### src/rtl/fetch_pkg.sv
// Shared types for the instruction prefetch unit.
// Holds the FSM state, the bus select constant and the buffer entry.
package fetch_pkg;

  typedef enum logic {
    RUN   = 1'b0,
    ABORT = 1'b1
  } fetch_state_e;

  localparam logic [3:0] WB_SEL_ALL = 4'b1111;

  typedef struct packed {
    logic [31:0] pc;
    logic [31:0] instr;
    logic        misaligned;
  } fetch_entry_t;

endpackage

### src/rtl/fetch_prefetch_if.sv
// Pipelined Wishbone read port used by the prefetch unit.
// Signal names follow the master-side view.
interface fetch_prefetch_if;

  logic        o_wb_cycle;
  logic        o_wb_stb;
  logic        o_wb_we;
  logic [29:0] o_wb_addr;
  logic [3:0]  o_wb_sel;
  logic [31:0] o_wb_data;
  logic        i_wb_ack;
  logic        i_wb_stall;
  logic [31:0] i_wb_data;

  modport master (
    output o_wb_cycle, o_wb_stb, o_wb_we,
    output o_wb_addr, o_wb_sel, o_wb_data,
    input  i_wb_ack, i_wb_stall, i_wb_data
  );

  modport slave (
    input  o_wb_cycle, o_wb_stb, o_wb_we,
    input  o_wb_addr, o_wb_sel, o_wb_data,
    output i_wb_ack, i_wb_stall, i_wb_data
  );

endinterface

### src/rtl/fetch_fifo.sv
// Instruction buffer: circular store with a registered head entry.
// Flush empties it synchronously; flush wins over push and pop.
module fetch_fifo
  import fetch_pkg::*;
#(
  parameter  int DEPTH = 4,
  localparam int AW    = $clog2(DEPTH),
  localparam int CW    = $clog2(DEPTH + 1)
) (
  input  logic         clk,
  input  logic         reset,
  input  logic         flush,
  input  logic         push,
  input  logic         pop,
  input  fetch_entry_t din,
  output fetch_entry_t dout,
  output logic [CW-1:0] count
);

  fetch_entry_t  mem_q [DEPTH];
  fetch_entry_t  head_q, head_d;
  logic [AW-1:0] rd_q, rd_d;
  logic [AW-1:0] wr_q, wr_d;
  logic [CW-1:0] count_q, count_d;
  logic          do_pop;

  always_comb begin
    do_pop  = pop && (count_q != '0);
    rd_d    = rd_q + AW'(do_pop);
    wr_d    = wr_q + AW'(push);
    count_d = count_q + CW'(push) - CW'(do_pop);
    head_d  = '0;
    if (flush) begin
      rd_d    = '0;
      wr_d    = '0;
      count_d = '0;
    end else if (count_d != '0) begin
      // the entry being written becomes the head when it is the only one
      if (push && (wr_q == rd_d)) head_d = din;
      else head_d = mem_q[rd_d];
    end
  end

  always_ff @(posedge clk) begin
    if (reset) begin
      rd_q    <= '0;
      wr_q    <= '0;
      count_q <= '0;
      head_q  <= '0;
    end else begin
      rd_q    <= rd_d;
      wr_q    <= wr_d;
      count_q <= count_d;
      head_q  <= head_d;
    end
  end

  always_ff @(posedge clk) begin
    if (push && !flush) mem_q[wr_q] <= din;
  end

  assign dout  = head_q;
  assign count = count_q;

endmodule

### src/rtl/fetch_prefetch.sv
// Credit-throttled instruction prefetcher over pipelined Wishbone.
// FETCH_MISALIGN_TRAP_EN: misaligned redirect yields a trap marker.
module fetch_prefetch
  import fetch_pkg::*;
#(
  parameter int          DEPTH           = 4,
  parameter int          MAX_OUTSTANDING = 2,
  parameter logic [31:0] RESET_PC        = 32'h0000_0000
) (
  input  logic           clk,
  input  logic           reset,
  input  logic           i_redirect,
  input  logic [31:0]    i_redirect_pc,
  input  logic           i_stall,
  output logic           o_valid,
  output logic [31:0]    o_instruction,
  output logic [31:0]    o_pc,
  output logic           o_misaligned,
  fetch_prefetch_if.master wb
);

  localparam int CW  = $clog2(DEPTH + 1);
  localparam int CW1 = CW + 1;
  localparam logic [CW1-1:0] DEPTH_L = CW1'(DEPTH);
  localparam logic [CW-1:0]  MAX_L   = CW'(MAX_OUTSTANDING);

`ifdef FETCH_MISALIGN_TRAP_EN
  localparam bit TRAP_EN = 1'b1;
`else
  localparam bit TRAP_EN = 1'b0;
`endif

  fetch_state_e  state_q, state_d;
  logic [29:0]   fetch_wpc_q, fetch_wpc_d;
  logic [31:0]   resp_pc_q, resp_pc_d;
  logic [CW-1:0] outst_q, outst_d;
  logic          halt_q, halt_d;
  logic          mark_q, mark_d;

  logic [CW-1:0]  count;
  logic [CW1-1:0] fill;
  fetch_entry_t   head;
  fetch_entry_t   push_entry;
  logic           stb, cyc, accept, ack_ok;
  logic           mark_push, push, pop;
  logic           redir_mis;
  logic [31:0]    redir_pc;

  assign redir_mis = TRAP_EN && (i_redirect_pc[1:0] != 2'b00);
  assign redir_pc  = TRAP_EN ? i_redirect_pc
                             : {i_redirect_pc[31:2], 2'b00};

  always_comb begin
    fill   = {1'b0, outst_q} + {1'b0, count};
    stb    = (state_q == RUN) && !halt_q
          && (outst_q < MAX_L) && (fill < DEPTH_L);
    cyc    = (state_q == RUN) && (stb || (outst_q != '0));
    accept = stb && !wb.i_wb_stall;
    ack_ok = (state_q == RUN) && wb.i_wb_ack
          && (outst_q != '0);
    mark_push = (state_q == RUN) && mark_q;
    push   = !i_redirect && (ack_ok || mark_push);
    pop    = o_valid && !i_stall;
    push_entry.pc         = resp_pc_q;
    push_entry.instr      = mark_push ? 32'h0 : wb.i_wb_data;
    push_entry.misaligned = mark_push;
  end

  always_comb begin
    state_d     = RUN;
    fetch_wpc_d = fetch_wpc_q + 30'(accept);
    resp_pc_d   = ack_ok ? resp_pc_q + 32'd4 : resp_pc_q;
    outst_d     = outst_q + CW'(accept) - CW'(ack_ok);
    halt_d      = halt_q;
    mark_d      = mark_q && !mark_push;
    if (i_redirect) begin
      state_d     = ABORT;
      fetch_wpc_d = redir_pc[31:2];
      resp_pc_d   = redir_pc;
      outst_d     = '0;
      halt_d      = redir_mis;
      mark_d      = redir_mis;
    end
  end

  always_ff @(posedge clk) begin
    if (reset) begin
      state_q     <= ABORT;
      fetch_wpc_q <= RESET_PC[31:2];
      resp_pc_q   <= RESET_PC;
      outst_q     <= '0;
      halt_q      <= 1'b0;
      mark_q      <= 1'b0;
    end else begin
      state_q     <= state_d;
      fetch_wpc_q <= fetch_wpc_d;
      resp_pc_q   <= resp_pc_d;
      outst_q     <= outst_d;
      halt_q      <= halt_d;
      mark_q      <= mark_d;
    end
  end

  fetch_fifo #(.DEPTH(DEPTH)) u_fifo (
    .clk   (clk),
    .reset (reset),
    .flush (i_redirect),
    .push  (push),
    .pop   (pop),
    .din   (push_entry),
    .dout  (head),
    .count (count)
  );

  assign o_valid       = (count != '0);
  assign o_instruction = head.instr;
  assign o_pc          = head.pc;
  assign o_misaligned  = TRAP_EN && head.misaligned;

  assign wb.o_wb_cycle = cyc;
  assign wb.o_wb_stb   = stb;
  assign wb.o_wb_we    = 1'b0;
  assign wb.o_wb_addr  = fetch_wpc_q;
  assign wb.o_wb_sel   = WB_SEL_ALL;
  assign wb.o_wb_data  = 32'h0;

endmodule

### src/flat_wrapper.sv
// flat-port wrapper written by rule: the top's interface ports become plain ports
module fetch_prefetch_flat import fetch_pkg::*;
#(
  parameter int          DEPTH           = 4,
  parameter int          MAX_OUTSTANDING = 2,
  parameter logic [31:0] RESET_PC        = 32'h0000_0000
)
  (clk, reset, i_redirect, i_redirect_pc, i_stall, o_valid, o_instruction, o_pc, o_misaligned, wb_o_wb_cycle, wb_o_wb_stb, wb_o_wb_we, wb_o_wb_addr, wb_o_wb_sel, wb_o_wb_data, wb_i_wb_ack, wb_i_wb_stall, wb_i_wb_data);
  fetch_prefetch_if wb_i ();
  input  logic clk;
  input  logic reset;
  input  logic i_redirect;
  input  logic [31:0] i_redirect_pc;
  input  logic i_stall;
  output logic o_valid;
  output logic [31:0] o_instruction;
  output logic [31:0] o_pc;
  output logic o_misaligned;
  output wire logic [$bits(wb_i.o_wb_cycle)-1:0] wb_o_wb_cycle;
  output wire logic [$bits(wb_i.o_wb_stb)-1:0] wb_o_wb_stb;
  output wire logic [$bits(wb_i.o_wb_we)-1:0] wb_o_wb_we;
  output wire logic [$bits(wb_i.o_wb_addr)-1:0] wb_o_wb_addr;
  output wire logic [$bits(wb_i.o_wb_sel)-1:0] wb_o_wb_sel;
  output wire logic [$bits(wb_i.o_wb_data)-1:0] wb_o_wb_data;
  input wire logic [$bits(wb_i.i_wb_ack)-1:0] wb_i_wb_ack;
  input wire logic [$bits(wb_i.i_wb_stall)-1:0] wb_i_wb_stall;
  input wire logic [$bits(wb_i.i_wb_data)-1:0] wb_i_wb_data;
  assign wb_o_wb_cycle = wb_i.o_wb_cycle;
  assign wb_o_wb_stb = wb_i.o_wb_stb;
  assign wb_o_wb_we = wb_i.o_wb_we;
  assign wb_o_wb_addr = wb_i.o_wb_addr;
  assign wb_o_wb_sel = wb_i.o_wb_sel;
  assign wb_o_wb_data = wb_i.o_wb_data;
  assign wb_i.i_wb_ack = wb_i_wb_ack;
  assign wb_i.i_wb_stall = wb_i_wb_stall;
  assign wb_i.i_wb_data = wb_i_wb_data;
  fetch_prefetch #(.DEPTH(DEPTH), .MAX_OUTSTANDING(MAX_OUTSTANDING), .RESET_PC(RESET_PC)) u_core (.clk(clk), .reset(reset), .i_redirect(i_redirect), .i_redirect_pc(i_redirect_pc), .i_stall(i_stall), .o_valid(o_valid), .o_instruction(o_instruction), .o_pc(o_pc), .o_misaligned(o_misaligned), .wb(wb_i));
endmodule
### config.mk
export PLATFORM = sky130hd
export DESIGN_NAME = fetch_prefetch_flat
export DESIGN_NICKNAME = d
export VERILOG_FILES = /design/src/rtl/fetch_pkg.sv /design/src/rtl/fetch_prefetch_if.sv /design/src/rtl/fetch_fifo.sv /design/src/rtl/fetch_prefetch.sv /design/src/flat_wrapper.sv
export SDC_FILE = /design/constraint.sdc
export NUM_CORES = 1
export LEC_CHECK = 0
export ABC_AREA = 1
export CAP_MARGIN = 20
export CORE_UTILIZATION = 36
export DETAILED_ROUTE_END_ITERATION = 6
export PLACE_DENSITY = 0.59
export SLEW_MARGIN = 15
export SYNTH_ARGS = -nofsm -noshare
export SYNTH_HDL_FRONTEND = slang
export SYNTH_SLANG_ARGS = --single-unit
### constraint.sdc
create_clock -name clk -period 12.6 [get_ports clk]
set_input_delay 1.89 -clock clk [delete_from_list [all_inputs] [get_ports clk]]
set_output_delay 1.89 -clock clk [all_outputs]
set_load 0.01 [all_outputs]
==> out/qor.yml <==
fin_crit_sh_pct: 46.4
grtUsageTotal_pct: 18.2
synth_edf_count: 248
place_area_um2: 19100
cts_tree: "yes"
grt_max_degree: 84
finalHoldViolations: 0
ys_warn_count: 0
cp.arrival_ps: 6330
rrSetupSlack_ps: 8040
layout-area-overhead-vs-synth_pct: 20.7
crit_slowest_cell: "buf_4"
crit_top_cell: "buf_4"
rsz0062_at_grt: "no"
finalPower_uw: 2730
synth.yosys.seq_area_share_pct: 59.5
final_area_um2: 20500
synth_top_area_share_pct: 43.7
synth_top_cell_by_area: "edfxtp_1"
grt_overflow: 0
ctsResizeCount: 0
nets: 2172
firstDrtPassIters: 5
synth_seq_cells: 382
drc: 0
startpoint_type: "input pin"
clock_latency_ps: 550
cts.sinks: 382
root_buffer: "clkbuf_16"
layout-drive-gt1-share_pct: 5.94
slew_headroom_pct: 33.8
synth_cell_type_count: 36
clk_pin_slew_ps: 60
die_h_um: 219
utilization_pct: 44.1
first_global_vias: 12492
skew_ps: 10.6
timing.setup.tns_ps: 0
crit_type: "input pin to flop"
finalSetupViolations: 0
design.core.area_um2: 46600
htreeDepth: 2
grt_pass1_wl_um: 67900
die_x_um: 219
syn_area_per_cell_um2: 8.73
status: "finished clean"
io_pins: 205
dieArea_um2: 48200
max-cap-violations: 0
start_util_pct: 36.6
async_reset_ff_share_pct: 0
yosysMostFrequentCell: "nand2_1"
n_antenna_cell: 0
hpwl_um: 26200
critPathCaptureType: "flop"
synthCells: 1949
holdCritPathClass: "flop to flop"
max_freq_mhz: 171
numPortBuffers: 162
cts_buffers: 43
antenna_found_initial: 0
dr_total_vias: 13101
synth.area.top_cells: "edfxtp_1 44%, dfxtp_1 16%, nand2_1 15%"
finalCriticalPeriod_ps: 5850
drv_slew: 0
ant_nets: 0
post-cts-setup-buffers: 0
wire_per_inst_um: 16.0
crit_chain: "clkdlybuf4s50_1 > a31oi_1 > ha_4 > buf_4 > xor2_1 > a21oi_4 > buf_4 > nand2_1 > buf_4 > inv_2 > nor2_1 > nor2_1"
syn_area_um2: 17000
worstMarginPinSlew_ps: 992
drt_iter0_markers: 866
num_rows: 79
power_leakage_uw: 0.00804
crit_required_ps: 13080
critical_path.max_stage_delay_ps: 790
crit_fanout: 83
synth_flop_cell: "edfxtp_1"
cts_hold_buf: 0
routed_wl_um: 43700
via_per_inst: 4.80
gp_congestion: 0.866
cts_buffer_depth: 3
peakVddDrop_uv: 78.8
synth_common_cells: "664 x nand2_1, 292 x nor2_1, 248 x edfxtp_1"
cellPowerDensity_nw_per_um2: 133
[cells by family after synthesis]
group           count (synthesis)  synth area share (%)
compound gates                145                  5.28
xor+xnor                       16                 0.867
flops                         382                  59.5
other cells                     2                0.0441
simple gates                 1107                  25.9
fa+ha+maj                      14                  1.12
buf+inv                       283                  7.30
[metal layers]
layer | global-route usage (%) | part of all wire [%] | routed length, um
met5 | 0 | 0 | 0
met2 | 29.9 | 46 | 20200
met4 | 5.46 | 2.0 | 870
met1 | 24.4 | 46 | 19900
met3 | 3.12 | 6.3 | 2770
[critical path: cells and delay by family]
family	cells	cell delay [ps]
compound gates	2	500
buf+inv	5	2760
fa+ha+maj	1	530
simple gates	3	370
xor+xnor	1	210
[placed cells by master, fill, tap and decap left out, drive strengths merged, types with 3 or more instances in the layout]
cell type and instances:
nand3b 8, conb 40, o21ai 39, or2 25, bufinv 4, inv 162, nand4 5, o211ai 25
xnor2 7, edfxtp 248, nand3 96, buf 16, a31oi 8, o22ai 11, o31ai 25, clkbuf 57
nor3 14, clkinvlp 3, a21oi 31, ha 12, nand2 664, dfxtp 134, xor2 9, nor2 293
clkinv 14, clkdlybuf4s50 161
[sequential cells by signal, indices dropped and copies added, names as in the netlist]
name / flops
u_core.mark_q: 1
u_core.outst_q: 3
u_core.u_fifo.count: 3
u_core.u_fifo.rd_q: 2
u_core.resp_pc_q: 30
u_core.state_q: 1
u_core.u_fifo.dout: 62
u_core.wb.o_wb_addr: 30
u_core.u_fifo.wr_q: 2
u_core.u_fifo.mem_q: 248
[power by group]
group | internal, uW | switching (uW)
logic | 46.2 | 60.2
clock network | 753 | 501
registers | 1340 | 24.0
[path summary, 6_finish.rpt]
| path | end | cells past startpoint | from |
|---|---|---|---|
| setup / recovery | u_core.u_fifo.dout[42]$_SDFF_PP0_ | 12 | i_stall |
| hold / removal | u_core.mark_q$_SDFF_PP0_ | 2 | u_core.mark_q$_SDFF_PP0_ |
| setup reg to reg | u_core.u_fifo.dout[42]$_SDFF_PP0_ | 12 | u_core.u_fifo.count[1]$_SDFF_PP0_ |
| hold reg to reg | u_core.mark_q$_SDFF_PP0_ | 2 | u_core.mark_q$_SDFF_PP0_ |
[layout make-up]
cell class / instances / area [um2]
fillers: 4509 / 26000
flip-flops and latches: 382 / 10100
multi-input cells: 1322 / 5880
repair buffers: 177 / 1750
clock buffers: 57 / 1200
well taps: 607 / 759
inverters: 162 / 609
clock inverters: 21 / 220
[per-stage QoR]
step	std cells	hold WS, ps	worst slack, ps
after floorplan	1987	415	5370
after global placement	2649	420	6180
after detailed placement	2649	424	6090
after CTS	2727	433	6660
after global routing	2728	453	6350
final	2728	432	6750
Power figures use the tool's default switching activity.
